File: src/rtl/tia_horizontal_decode_pkg.sv
// ============================================================================
// Module : tia_horizontal_decode_pkg
// Brief  : Shared LFSR step/index helpers, decode indices and types.
// Rev    : 1.0
// ============================================================================
`default_nettype none

package tia_horizontal_decode_pkg;

  localparam int K_SHS  = 4;
  localparam int K_RHS  = 8;
  localparam int K_SCB  = 8;
  localparam int K_RCB  = 12;
  localparam int K_RHB  = 16;
  localparam int K_LRHB = 18;
  localparam int K_CNT  = 36;
  localparam int K_SHB  = 56;

  typedef enum logic [1:0] {
    ST_IDLE  = 2'd0,
    ST_TRACK = 2'd1,
    ST_ERR   = 2'd2
  } chk_state_t;

  // SCB shares index 8 with RHS, so one bit covers both
  typedef struct packed {
    logic shs;
    logic rhs;
    logic rcb;
    logic rhb;
    logic lrhb;
    logic cnt;
    logic shb;
  } match_t;

  function automatic logic [5:0] lfsr_next(input logic [5:0] s);
    return {~(s[1] ^ s[0]), s[5:1]};
  endfunction

  function automatic logic [5:0] lfsr_at(input int k);
    logic [5:0] s;
    s = 6'd0;
    for (int i = 0; i < k; i++) s = lfsr_next(s);
    return s;
  endfunction

endpackage

`default_nettype wire

File: src/rtl/tia_horizontal_decode_if.sv
// ============================================================================
// Module : tia_horizontal_decode_if
// Brief  : Tick/strobe inputs and line-timing outputs of the horizontal decode.
// Rev    : 1.0
// ============================================================================
`default_nettype none

interface tia_horizontal_decode_if;
  logic       hclk_en;
  logic [5:0] lfsr_out;
  logic       hmove_stb;
  logic       rsyn;
  logic       hsync;
  logic       hblank;
  logic       cburst;
  logic       center;
  logic       shb;
  logic       late_hb;
  logic       seq_err;

  modport master (
    output hclk_en, lfsr_out, hmove_stb, rsyn,
    input  hsync, hblank, cburst, center, shb, late_hb, seq_err
  );

  modport slave (
    input  hclk_en, lfsr_out, hmove_stb, rsyn,
    output hsync, hblank, cburst, center, shb, late_hb, seq_err
  );
endinterface

`default_nettype wire

File: src/rtl/tia_horizontal_match.sv
// ============================================================================
// Module : tia_horizontal_match
// Brief  : Combinational LFSR state -> one-hot decode match vector.
// Rev    : 1.0
// ============================================================================
`default_nettype none

import tia_horizontal_decode_pkg::*;

module tia_horizontal_match (
  input  logic [5:0] lfsr_out,
  output match_t     hit
);
  localparam logic [5:0] c_shs  = lfsr_at(K_SHS);
  localparam logic [5:0] c_rhs  = lfsr_at(K_RHS);
  localparam logic [5:0] c_rcb  = lfsr_at(K_RCB);
  localparam logic [5:0] c_rhb  = lfsr_at(K_RHB);
  localparam logic [5:0] c_lrhb = lfsr_at(K_LRHB);
  localparam logic [5:0] c_cnt  = lfsr_at(K_CNT);
  localparam logic [5:0] c_shb  = lfsr_at(K_SHB);

  always_comb begin
    hit      = '0;
    hit.shs  = (lfsr_out == c_shs);
    hit.rhs  = (lfsr_out == c_rhs);
    hit.rcb  = (lfsr_out == c_rcb);
    hit.rhb  = (lfsr_out == c_rhb);
    hit.lrhb = (lfsr_out == c_lrhb);
    hit.cnt  = (lfsr_out == c_cnt);
    hit.shb  = (lfsr_out == c_shb);
  end
endmodule

`default_nettype wire

File: src/rtl/tia_horizontal_decode.sv
// ============================================================================
// Module : tia_horizontal_decode
// Brief  : Horizontal line-timing latches, HMOVE/RSYNC handling, LFSR checker.
// Rev    : 1.0
// ============================================================================
`default_nettype none

import tia_horizontal_decode_pkg::*;

module tia_horizontal_decode #(
  parameter bit CHECK_SEQ = 1'b1
) (
  input logic                    clk,
  input logic                    rstl,
  tia_horizontal_decode_if.slave hif
);
  match_t     w_hit;
  chk_state_t r_state;
  logic [5:0] r_expected;
  logic       r_hsync, r_hblank, r_cburst, r_center, r_shb, r_late_hb, r_seq_err;

  tia_horizontal_match u_match (
    .lfsr_out (hif.lfsr_out),
    .hit      (w_hit)
  );

  always_ff @(posedge clk or negedge rstl) begin
    if (!rstl) begin
      r_hsync    <= 1'b0;
      r_hblank   <= 1'b1;
      r_cburst   <= 1'b0;
      r_center   <= 1'b0;
      r_shb      <= 1'b0;
      r_late_hb  <= 1'b0;
      r_seq_err  <= 1'b0;
      r_expected <= 6'd0;
      r_state    <= ST_IDLE;
    end else if (hif.rsyn) begin
      // Forced line end: overrides any decode and check in the same cycle
      r_hsync    <= 1'b0;
      r_hblank   <= 1'b1;
      r_cburst   <= 1'b0;
      r_center   <= 1'b0;
      r_shb      <= 1'b1;
      r_late_hb  <= hif.hmove_stb;
      r_expected <= 6'd0;
    end else begin
      r_center <= 1'b0;
      r_shb    <= 1'b0;
      if (hif.hmove_stb)
        r_late_hb <= 1'b1;
      else if (hif.hclk_en && w_hit.shb)
        r_late_hb <= 1'b0;

      if (hif.hclk_en) begin
        if (w_hit.shs) r_hsync <= 1'b1;
        if (w_hit.rhs) begin
          r_hsync  <= 1'b0;
          r_cburst <= 1'b1;
        end
        if (w_hit.rcb) r_cburst <= 1'b0;
        if (w_hit.rhb && !r_late_hb) r_hblank <= 1'b0;
        if (w_hit.lrhb && r_late_hb) r_hblank <= 1'b0;
        if (w_hit.cnt) r_center <= 1'b1;
        if (w_hit.shb) begin
          r_hblank <= 1'b1;
          r_shb    <= 1'b1;
        end

        if (CHECK_SEQ) begin
          if (hif.lfsr_out != r_expected) begin
            // Resync on the observed value so one glitch logs one error
            r_seq_err  <= 1'b1;
            r_state    <= ST_ERR;
            r_expected <= lfsr_next(hif.lfsr_out);
          end else begin
            r_expected <= w_hit.shb ? 6'd0 : lfsr_next(hif.lfsr_out);
            if (r_state == ST_IDLE) r_state <= ST_TRACK;
          end
        end
      end
    end
  end

  assign hif.hsync   = r_hsync;
  assign hif.hblank  = r_hblank;
  assign hif.cburst  = r_cburst;
  assign hif.center  = r_center;
  assign hif.shb     = r_shb;
  assign hif.late_hb = r_late_hb;
  assign hif.seq_err = r_seq_err;
endmodule

`default_nettype wire

File: src/flat_wrapper.sv
// flat-port wrapper written by rule: the top's interface ports become plain ports
module tia_horizontal_decode_flat 
#(
  parameter bit CHECK_SEQ = 1'b1
)
  (clk, rstl, hif_hclk_en, hif_lfsr_out, hif_hmove_stb, hif_rsyn, hif_hsync, hif_hblank, hif_cburst, hif_center, hif_shb, hif_late_hb, hif_seq_err);
  tia_horizontal_decode_if hif_i ();
  input logic clk;
  input logic rstl;
  input wire logic [$bits(hif_i.hclk_en)-1:0] hif_hclk_en;
  input wire logic [$bits(hif_i.lfsr_out)-1:0] hif_lfsr_out;
  input wire logic [$bits(hif_i.hmove_stb)-1:0] hif_hmove_stb;
  input wire logic [$bits(hif_i.rsyn)-1:0] hif_rsyn;
  output wire logic [$bits(hif_i.hsync)-1:0] hif_hsync;
  output wire logic [$bits(hif_i.hblank)-1:0] hif_hblank;
  output wire logic [$bits(hif_i.cburst)-1:0] hif_cburst;
  output wire logic [$bits(hif_i.center)-1:0] hif_center;
  output wire logic [$bits(hif_i.shb)-1:0] hif_shb;
  output wire logic [$bits(hif_i.late_hb)-1:0] hif_late_hb;
  output wire logic [$bits(hif_i.seq_err)-1:0] hif_seq_err;
  assign hif_i.hclk_en = hif_hclk_en;
  assign hif_i.lfsr_out = hif_lfsr_out;
  assign hif_i.hmove_stb = hif_hmove_stb;
  assign hif_i.rsyn = hif_rsyn;
  assign hif_hsync = hif_i.hsync;
  assign hif_hblank = hif_i.hblank;
  assign hif_cburst = hif_i.cburst;
  assign hif_center = hif_i.center;
  assign hif_shb = hif_i.shb;
  assign hif_late_hb = hif_i.late_hb;
  assign hif_seq_err = hif_i.seq_err;
  tia_horizontal_decode #(.CHECK_SEQ(CHECK_SEQ)) u_core (.clk(clk), .rstl(rstl), .hif(hif_i));
endmodule
File: config.mk
export PLATFORM = sky130hd
export DESIGN_NAME = tia_horizontal_decode_flat
export DESIGN_NICKNAME = d
export VERILOG_FILES = /design/src/rtl/tia_horizontal_decode_pkg.sv /design/src/rtl/tia_horizontal_decode_if.sv /design/src/rtl/tia_horizontal_match.sv /design/src/rtl/tia_horizontal_decode.sv /design/src/flat_wrapper.sv
export SDC_FILE = /design/constraint.sdc
export NUM_CORES = 1
export LEC_CHECK = 0
export CAP_MARGIN = 40
export CELL_PAD_IN_SITES_DETAIL_PLACEMENT = 1
export CELL_PAD_IN_SITES_GLOBAL_PLACEMENT = 2
export CORE_MARGIN = 3
export CORE_UTILIZATION = 30
export DETAILED_ROUTE_END_ITERATION = 8
export PLACE_DENSITY = 0.74
export SLEW_MARGIN = 15
export SYNTH_ARGS = -nofsm -noshare
export SYNTH_HDL_FRONTEND = slang
export SYNTH_HIERARCHICAL = 1
export SYNTH_SLANG_ARGS = --single-unit
File: constraint.sdc
create_clock -name clk -period 1.3 [get_ports clk]
set_input_delay 0.325 -clock clk [delete_from_list [all_inputs] [get_ports clk]]
set_output_delay 0.325 -clock clk [all_outputs]
set_load 0.1 [all_outputs]
==> impl_metrics.env, run 1 <==
export IMPL_period_needed_ps=1330
export IMPL_ant_nets=0
export IMPL_max_freq_mhz=749
export IMPL_max_cap_viol_count=0
export IMPL_failed_checks="negative setup slack"
export IMPL_antenna_found_initial=0
export IMPL_htreeDepth=1
export IMPL_cp_slowest_stage_delay_ps=560
export IMPL_cp_start_kind="register"
export IMPL_worstHoldPathType="input port to async pin"
export IMPL_yosysMostFrequentCell="dfrtp_1"
export IMPL_syn2layout_area_growth_pct=71.0
export IMPL_nets=126
export IMPL_vias=763
export IMPL_drv_slew=0
export IMPL_cts_root_buffer="clkbuf_4"
export IMPL_syn_area_um2=786
export IMPL_cp_slowest_cell="dfstp_2"
export IMPL_synth_avg_cell_area_um2=10.6
export IMPL_clock_latency_ps=280
export IMPL_grt_max_degree=14
export IMPL_synthCells=74
export IMPL_outcome="finished, violations left"
export IMPL_cp_end_kind="primary output"
export IMPL_drc=0
export IMPL_crit_cells=1
export IMPL_skew_ps=3.97
export IMPL_finalCritPeriodShare_pct=103
export IMPL_wirelength_mm=2.77
export IMPL_critPathTopFamily="flip-flops"
export IMPL_clkTransAtPathRegs_ps=90
export IMPL_die_h_um=57.2
export IMPL_crit_path_max_fanout=2
export IMPL_slew_headroom_pct=83.2
export IMPL_setup_tns_final_ps=-34.6
export IMPL_synth_xor_xnor_area_share_pct=7.80
export IMPL_synth_simple_gate_area_share_pct=20.2
export IMPL_fp_coreArea_um2=2340
export IMPL_grt_pass1_vias=826
export IMPL_peakVddDrop_mv=0.623
export IMPL_placed_cell_area_um2=1170
export IMPL_globalplace_congestion=0.809
export IMPL_ys_ff_latch=13
export IMPL_ff2ff_path_depth=4
export IMPL_die_width_um=57.2
export IMPL_dpl_hpwl_mm=1.91
export IMPL_path_buf_inv=1
export IMPL_clock_sinks=13
export IMPL_first_pass_iters=4
export IMPL_start_util_pct=33.6
export IMPL_grt_util_all_layers_pct=18.0
export IMPL_rows=17
export IMPL_hold_viol=0
export IMPL_synth_compound_area_share_pct=18.9
export IMPL_diodes=0
export IMPL_arrival_ps=1010
export IMPL_cts_buffers_inserted=3
export IMPL_portBuffers=17
export IMPL_setup_viol=1
export IMPL_avgViaCountPerCell=5.37
export IMPL_wl_per_cell_um=19.5
export IMPL_synth_top_family_by_area="simple AND/OR/NAND/NOR gates"
export IMPL_drt_iter0_drc=9
export IMPL_cts_buffer_depth=2
export IMPL_yosysTopAreaCell="dfrtp_1"
export IMPL_required_ps=980
export IMPL_critical_path_class="register to primary output"
export IMPL_grt_setup_unrepaired="true"
export IMPL_fin_ws_ps=-34.6
export IMPL_synthMuxAreaShare_pct=7.64
export IMPL_synth_fa_ha_area_share_pct=0
export IMPL_fin_total_pwr_mw=1.01
export IMPL_synth_seq_area_share_pct=41.6
export IMPL_ys_types=27
export IMPL_grt_pass1_wl_mm=4.37
export IMPL_cts_tree="built"
export IMPL_stdcell_area_um2=1340
export IMPL_synth_area_top_cells="dfrtp_1 38%, mux2i_1 7.6%, a311oi_1 6.7%"
export IMPL_power_density_nw_per_um2=753
export IMPL_postSynth_asyncResetShare_pct=100
export IMPL_syn_num_nets=85
export IMPL_yosysWarningCount=6
export IMPL_worstMarginPinSlew_ps=251
export IMPL_synth_edf_count=0
export IMPL_grt_overflow_total=0
export IMPL_cts_hold_buf=0
export IMPL_synth_top_area_share_pct=38.2
export IMPL_ys_flop_type="dfrtp_1"
export IMPL_power_leakage_nw=0.576
export IMPL_drive_above_1_share_pct=50.9
export IMPL_synth_common_cells="12 x dfrtp_1, 6 x a311oi_1, 6 x mux2i_1, 6 x xor2_1"
export IMPL_dieArea_um2=3270
export IMPL_num_io_pins=18
export IMPL_cp_cell_sequence="buf_12"
-- cell families (layout without fill, tap and decap cells) --
| logic type | Yosys count | in the layout |
|---|---|---|
| XOR/XNOR | 7 | 7 |
| buffers and inverters | 6 | 46 |
| multiplexers | 6 | 6 |
| AO/OA/AOI/OAI | 21 | 21 |
| AND/OR/NAND/NOR | 21 | 21 |
| flip-flops | 13 | 13 |
-- worst paths after layout --
check                                          start                   end  slack (ps)
worst min register to register     u_core/hif.hblank     u_core/hif.hblank         520
max in group asynchronous                       rstl     u_core/hif.hblank         700
worst max-delay path               u_core/hif.hblank            hif_hblank         -30
worst min-delay path                            rstl     u_core/hif.center         350
worst max register to register  u_core/r_expected[2]  u_core/r_expected[3]          20
min in group clk                         hif_hclk_en  u_core/r_expected[5]         500
-- sequential cells by signal (all words and copies together), names as in the netlist --
register            flops
u_core/hif.late_hb      1
u_core/hif.shb          1
u_core/hif.center       1
u_core/r_expected       6
u_core/hif.seq_err      1
u_core/hif.hblank       1
u_core/hif.cburst       1
u_core/hif.hsync        1
-- layout make-up --
type                    instances  area [µm²]
fillers                       262         996
multi-input cells              55         534
repair buffers                 39         405
flip-flops and latches         13         332
well taps                      28        35.0
clock buffers                   4        26.3
inverters                       3        11.3
-- routing by layer --
metal / vias up / share of wire, % / track usage, %
met3: 8 / 4.0 / 3.62
li1: 351 / - / -
met1: 386 / 44 / 22.8
met4: 0 / 3.1 / 5.96
met5: - / 0 / 0
met2: 18 / 48 / 30.5
-- report_power, final --
group | switching [mW] | internal [mW] | total, mW
registers | 0.0210 | 0.421 | 0.442
clock network | 0.142 | 0.119 | 0.261
logic | 0.171 | 0.139 | 0.309
-- per-stage QoR --
step	worst slack [ps]	hold slack, ps	instances	util [%]
2_1_floorplan	15.5	29.4	74	-
3_3_place_gp	-514	492	132	50.1
3_5_place_dp	-581	508	132	50.1
4_1_cts	-42.0	353	140	55.2
5_1_grt	-75.6	380	142	57.4
6_report	-34.6	352	142	57.4
-- repair_timing --
action | 4_1_cts | 5_1_grt
setup buffers | 4 | 1
pin swaps | 6 | 5
setup endpoints to repair | 13 | 11
resized for setup | 29 | 13
gates cloned | 0 | 1
-- layout by cell type, fill, tap and decap left out, types with 2 or more instances in the layout --
cell	synthesis	routed
a211oi_1	2	2
a21boi_1	0	2
a21boi_2	0	3
a21oi_1	5	4
a311oi_1	6	3
a311oi_2	0	3
buf_12	0	7
buf_2	0	2
buf_4	2	18
buf_6	0	3
clkbuf_4	0	3
clkdlybuf4s15_1	0	3
clkdlybuf4s50_1	0	3
dfrtp_1	12	8
dfrtp_2	0	4
inv_1	3	2
mux2i_1	6	6
nand2_1	4	4
nor2_1	4	3
nor3b_2	2	2
xor2_1	6	2
xor2_2	0	2
xor2_4	0	2
No activity file was read; power rests on OpenSTA's default activity.
==> inputs of run 2 (changes only) <==
- GPL_ROUTABILITY_DRIVEN: default -> 0
==> results of run 2 <==
The final DEF is identical to that of run 1; final timing and power are the same.
